===== config.mk =====
export PLATFORM = sky130hd
export DESIGN_NAME = frame_buffer_sequencer
export DESIGN_NICKNAME = d
export VERILOG_FILES = /design/src/rtl/frame_buffer_sequencer.sv
export SDC_FILE = /design/constraint.sdc
export NUM_CORES = 1
export LEC_CHECK = 0
export CAP_MARGIN = 30
export CORE_MARGIN = 3
export CORE_UTILIZATION = 35
export CTS_BUF_LIST = sky130_fd_sc_hd__clkbuf_16
export DETAILED_ROUTE_END_ITERATION = 8
export SLEW_MARGIN = 10
export SYNTH_ARGS = -nofsm -noshare
export SYNTH_HDL_FRONTEND = slang
export SYNTH_SLANG_ARGS = --single-unit

===== constraint.sdc =====
create_clock -name clk_50MHz -period 5.39 [get_ports clk_50MHz]
set_input_delay 1.078 -clock clk_50MHz [delete_from_list [all_inputs] [get_ports clk_50MHz]]
set_output_delay 1.078 -clock clk_50MHz [all_outputs]
set_load 0.05 [all_outputs]

===== src/rtl/frame_buffer_sequencer.sv =====
// Frame buffer sequencer: PLL lock filter, SDRAM frame-buffer ring, image-loader handshake
// with timeout recovery, and frame-boundary buffer swap for the VGA reader.
module frame_buffer_sequencer #(
  parameter int unsigned NUM_SRC        = 4,
  parameter int unsigned NUM_BUF        = 2,
  parameter int unsigned FRAME_WORDS    = 76800,
  parameter int unsigned ADDR_W         = 20,
  parameter int unsigned LOCK_FILTER    = 16,
  parameter int unsigned TIMEOUT_CYCLES = 2_000_000,
  parameter int unsigned HOLD_FRAMES    = 60,
  parameter int unsigned SRC_W          = (NUM_SRC > 1) ? $clog2(NUM_SRC) : 1
) (
  input  logic              clk_50MHz,
  input  logic              reset_sync_143,
  input  logic              pll_locked,
  input  logic              load_req,
  input  logic [SRC_W-1:0]  src_sel,
  input  logic              auto_cycle,
  input  logic              frame_start,
  input  logic              loader_done,
  output logic              loader_start,
  output logic [SRC_W-1:0]  loader_src,
  output logic [ADDR_W-1:0] write_base_addr,
  output logic [ADDR_W-1:0] read_base_addr,
  output logic              display_valid,
  output logic              fault,
  output logic [3:0]        status_leds
);

  localparam int unsigned BUF_W  = $clog2(NUM_BUF);
  localparam int unsigned LOCK_W = $clog2(LOCK_FILTER + 1);
  localparam int unsigned TO_W   = $clog2(TIMEOUT_CYCLES + 1);
  localparam int unsigned HOLD_W = $clog2(HOLD_FRAMES + 1);

  localparam logic [LOCK_W-1:0] LockMax  = LOCK_W'(LOCK_FILTER);
  localparam logic [TO_W-1:0]   ToLast   = TO_W'(TIMEOUT_CYCLES - 1);
  localparam logic [HOLD_W-1:0] HoldLast = HOLD_W'(HOLD_FRAMES - 1);
  localparam logic [BUF_W-1:0]  BufLast  = BUF_W'(NUM_BUF - 1);
  localparam logic [SRC_W-1:0]  SrcLast  = SRC_W'(NUM_SRC - 1);

  typedef enum logic [2:0] {
    StLockWait = 3'd0,
    StLoad     = 3'd1,
    StWaitSwap = 3'd2,
    StDisplay  = 3'd3,
    StFault    = 3'd4
  } state_e;

  state_e              state_q;
  logic [LOCK_W-1:0]   lock_cnt_q;
  logic [TO_W-1:0]     to_cnt_q;
  logic [HOLD_W-1:0]   hold_cnt_q;
  logic [BUF_W-1:0]    disp_buf_q;
  logic [SRC_W-1:0]    last_src_q;
  logic                pend_q;
  logic [SRC_W-1:0]    pend_src_q;

  logic [BUF_W-1:0]    wr_buf;
  logic [SRC_W-1:0]    req_src;
  logic [SRC_W-1:0]    auto_src;
  logic                lock_lost;
  logic                load_go;
  logic [SRC_W-1:0]    load_src;

  function automatic logic [ADDR_W-1:0] buf_base(input logic [BUF_W-1:0] b);
    return ADDR_W'(32'(b) * FRAME_WORDS);
  endfunction

  assign wr_buf    = (disp_buf_q == BufLast) ? '0 : disp_buf_q + 1'b1;
  assign req_src   = (32'(src_sel) >= NUM_SRC) ? SrcLast : src_sel;
  assign auto_src  = (last_src_q == SrcLast) ? '0 : last_src_q + 1'b1;
  assign lock_lost = (state_q != StLockWait) && !pll_locked;

  assign status_leds = {fault, 3'(state_q)};

  // Decide whether a new load starts this cycle and which source it uses.
  // A live load_req always beats an older pending request (last request wins).
  always_comb begin
    load_go  = 1'b0;
    load_src = last_src_q;
    case (state_q)
      StLockWait: begin
        if (pll_locked && lock_cnt_q == LockMax) begin
          load_go  = 1'b1;
          load_src = load_req ? req_src : (pend_q ? pend_src_q : last_src_q);
        end
      end
      StDisplay: begin
        if (pll_locked) begin
          if (load_req) begin
            load_go  = 1'b1;
            load_src = req_src;
          end else if (pend_q) begin
            load_go  = 1'b1;
            load_src = pend_src_q;
          end else if (auto_cycle && frame_start && hold_cnt_q == HoldLast) begin
            load_go  = 1'b1;
            load_src = auto_src;
          end
        end
      end
      StFault: begin
        if (pll_locked && load_req) begin
          load_go  = 1'b1;
          load_src = req_src;
        end
      end
      default: ;
    endcase
  end

  always_ff @(posedge clk_50MHz or negedge reset_sync_143) begin
    if (!reset_sync_143) begin
      state_q         <= StLockWait;
      lock_cnt_q      <= '0;
      to_cnt_q        <= '0;
      hold_cnt_q      <= '0;
      disp_buf_q      <= BufLast;
      last_src_q      <= '0;
      pend_q          <= 1'b0;
      pend_src_q      <= '0;
      loader_start    <= 1'b0;
      loader_src      <= '0;
      write_base_addr <= '0;
      read_base_addr  <= buf_base(BufLast);
      display_valid   <= 1'b0;
      fault           <= 1'b0;
    end else begin
      if (load_req && (state_q == StLockWait || state_q == StLoad || state_q == StWaitSwap)) begin
        pend_q     <= 1'b1;
        pend_src_q <= req_src;
      end

      if (lock_lost) begin
        // Abandon any partial write; the displayed buffer stays untouched.
        state_q      <= StLockWait;
        lock_cnt_q   <= '0;
        loader_start <= 1'b0;
      end else if (load_go) begin
        state_q         <= StLoad;
        loader_start    <= 1'b1;
        loader_src      <= load_src;
        last_src_q      <= load_src;
        write_base_addr <= buf_base(wr_buf);
        to_cnt_q        <= '0;
        fault           <= 1'b0;
        pend_q          <= 1'b0;
      end else begin
        case (state_q)
          StLockWait: begin
            if (!pll_locked) begin
              lock_cnt_q <= '0;
            end else if (lock_cnt_q != LockMax) begin
              lock_cnt_q <= lock_cnt_q + 1'b1;
            end
          end
          StLoad: begin
            if (loader_done) begin
              state_q      <= StWaitSwap;
              loader_start <= 1'b0;
            end else if (to_cnt_q == ToLast) begin
              state_q      <= StFault;
              loader_start <= 1'b0;
              fault        <= 1'b1;
            end else begin
              to_cnt_q <= to_cnt_q + 1'b1;
            end
          end
          StWaitSwap: begin
            if (frame_start) begin
              disp_buf_q     <= wr_buf;
              read_base_addr <= buf_base(wr_buf);
              display_valid  <= 1'b1;
              hold_cnt_q     <= '0;
              state_q        <= StDisplay;
            end
          end
          StDisplay: begin
            if (auto_cycle && frame_start) begin
              hold_cnt_q <= hold_cnt_q + 1'b1;
            end
          end
          default: ;
        endcase
      end
    end
  end

endmodule


==> metrics.md <==
| Metric | Value |
|---|---|
| Netlist cell types | 55 |
| Endpoints failing setup | 0 |
| Initial drt markers | 106 |
| Hold-fix buffers at CTS | 0 |
| Switch Pwr | 569 uW |
| Final ANT Viol Nets | 0 |
| WHS | 0.464 ns |
| Synthesized cell area | 2880 um2 |
| Cell internal pwr | 842 uW |
| Nets | 337 |
| Clk sinks | 45 |
| DIE AREA | around 9400 um2 |
| HP Class | reg2reg |
| Die height | 96.8 um |
| Top_reg_cell synth | dfrtp_1 |
| Final setup TNS | 0 ns |
| DRC violations left | 0 |
| CP Data Arrival Time | 3.36 ns |
| Startpoint types | primary input |
| Io pins | between 50 and 60 |
| Status | completed |
| Layout area overhead | 11.3% |
| Slew @ Worst Pin | 0.900 ns |
| Post-CTS setup buffers | 0 |
| Initial Util | 0.368 |
| Critical-path cell list | clkdlybuf4s50_1, nor2b_1, a32o_2, a21oi_1, o311ai_0, o41ai_1 |
| Worst vdd ir | 260 uV |
| Hold Vio Cnt, Final | 0 |
| Most common cell after layout, fill and taps aside | dfrtp_1 |
| Die span in x | around 97 um |
| Req. time, crit path | 5.56 ns |
| Clock Power Share | 0.278 |
| Max-cap violations | 0 |
| Count of input and output buffers | 25 |
| CTS buffer count | 5 |
| Core ar. | 7850 um2 |
| Final worst-path cycle share | 0.592 |
| Synth Register Bits | 45 |
| Post-synth EDFFs | 0 |
| Leakage | approximately 0.0014 uW |
| Global-route wire length before repair | 9900 um |
| CTS tree | yes |
| Fraction of layout cells with a size suffix above 1 | 0.0769 |
| Pins over their slew limit | 0 |
| Vias in the first global route | about 2.1k |
| Diode count | 0 |
| Pwr dens | 439 nW/um2 |
| Top cell type's share of synthesized area | 0.382 |
| Fin Clk Skew | 0.00435 ns |
| Clk buf depth | 2 |
| RSZ-0062 raised after global routing | false |
| Largest cells by area after synthesis | dfrtp_1, buf_4, nand4_1, a21oi_1, nand2_1 |
| Synthesis warning total | 0 |
| Sequential share of the synthesized area | 0.391 |
| Placed Cells | 419 |
| Routed len/inst | 13.2 um |
| Skew-Pair Late Insertion Delay | between 0.2 and 0.3 ns |
| Synth async-reset ratio | 1.00 |
| Initial antenna violation count | 0 |
| Resized cells post-CTS | 0 |
| First-pass iteration count of the detailed router | 4 |
| Crit path kind | in2reg |
| Mapped Cells | 312 |
| Total Wirelength | 5640 um |
| Avg Vias per Cell | 5.07 |
| Seq pwr share | 0.331 |
| Critical path capture point type | flop |
| CP peak stage delay | 0.71 ns |
| Routability cong. | 0.780 |
| Most frequent cells in the layout | dfrtp_1, conb_1, clkdlybuf4s50_1, nand2_1, nor2_1 |
| Fmax | approximately 310 MHz |
| Total GRT Usage | 0.123 |
| Final HPWL DP | 4100 um |
| Clock Tree Root | clkbuf_16 |
| Slowest cell on the critical path | a21oi_1 |
| Clock Pin Slew Worst Setup and Hold Paths | 0.06 ns |
| Sw Ratio | 0.403 |
| Syn avg cell area | 9.24 um2 |
| Largest net degree at the start of global routing | 29 |
| Std cell rows | 32 |
| Non-filler cells, final | roughly 430 |
| Via count | 2163 |
| # H-tree levels | 2 |
| Total global routing overflow | 0 |
| Power share of the combinational group | 0.391 |
| Rel. slew slack | 0.400 |
| Post-route minimum period | ~3.2 ns |
| Worst Path Max Fanout | 14 |
| Synth area leader | dfrtp_1 |
==> stage by stage <==
stage	setup slack, ns	utilization	total power, uW	area (um2)
2_1_floorplan	2.85	-	930	3000
3_3_place_gp	1.91	0.380	1010	2990
3_5_place_dp	1.88	0.385	1030	3020
4_1_cts	2.16	0.409	1420	3210
5_1_grt	1.96	0.409	1480	3210
6_report	2.20	0.409	1410	3210
==> critical path: cells and delay by family <==
family,cells,cell delay [ns]
and+or+nand+nor,1,0.25
buffers and inverters,1,0.62
AOI/OAI and AO/OA,4,1.40
==> final cells by class <==
class	instances	area, um2
flip-flops and latches	45	1130
multi-input cells	234	1440
well taps	102	128
repair buffers	27	280
inverters	11	41.3
clock inverters	3	65.1
clock buffers	5	125
fillers	789	4640
==> registers in the layout (all words and copies together), names as in the netlist <==
| name | cells |
|---|---|
| pend_q | 1 |
| hold_cnt_q | 6 |
| fault | 1 |
| display_valid | 1 |
| write_base_addr | 1 |
| read_base_addr | 1 |
| lock_cnt_q | 5 |
| to_cnt_q | 21 |
| loader_start | 1 |
| state_q | 3 |
| last_src_q | 2 |
| pend_src_q | 2 |
==> cells by family (layout without fill, tap and decap cells) <==
group,count (synthesis),in the layout,synth area share
AOI/OAI and AO/OA,54,54,0.125
xor gates and xnor gates,13,13,0.0395
adders and majority gates,4,4,0.0174
buffers and inverters,64,46,0.149
DFF,45,45,0.391
muxes,8,8,0.0291
other,1,32,0.00130
and+or+nand+nor,123,123,0.248
==> power by group through the flow <==
stage / clock network [uW] / logic (uW) / registers (uW)
after detailed placement: 0 / 554 / 473
after global placement: 0 / 543 / 471
final: 392 / 552 / 467
after CTS: 399 / 556 / 467
after global routing: 409 / 594 / 479
after floorplan: 0 / 398 / 532
==> synthesized netlist by cell type (6+ instances only) <==
cell type	instances
dfrtp_1	44
nand2b_1	7
nor2_1	20
nand2_1	22
nor3_1	6
nand4_1	15
nand3_1	12
inv_1	11
buf_4	41
o21ai_0	11
xor2_1	8
a21oi_1	17
==> worst paths after layout <==
| path | start | to | slack, ns | depth (start not counted) |
|---|---|---|---|---|
| setup / recovery | pll_locked | to_cnt_q[15]$_DFFE_PN0P_ | 2.20 | 6 |
| hold reg to reg | display_valid$_DFFE_PN0P_ | display_valid$_DFFE_PN0P_ | 0.46 | 1 |
| setup reg to reg | lock_cnt_q[0]$_DFFE_PN0P_ | state_q[1]$_DFFE_PN0P_ | 2.63 | 7 |
| max in group asynchronous | reset_sync_143 | read_base_addr[16]$_DFFE_PN1P_ | 4.11 | 2 |
| hold / removal | display_valid$_DFFE_PN0P_ | display_valid$_DFFE_PN0P_ | 0.46 | 1 |
| min in group asynchronous | reset_sync_143 | hold_cnt_q[1]$_DFFE_PN0P_ | 0.72 | 1 |
==> per-layer routing <==
metal | global-route usage | routed length (um)
met5 | 0 | 0
met2 | 0.205 | 2690
met4 | 0.0259 | 33
met3 | 0.0317 | 242
met1 | 0.161 | 2670
(Power assumes the default switching activity.)
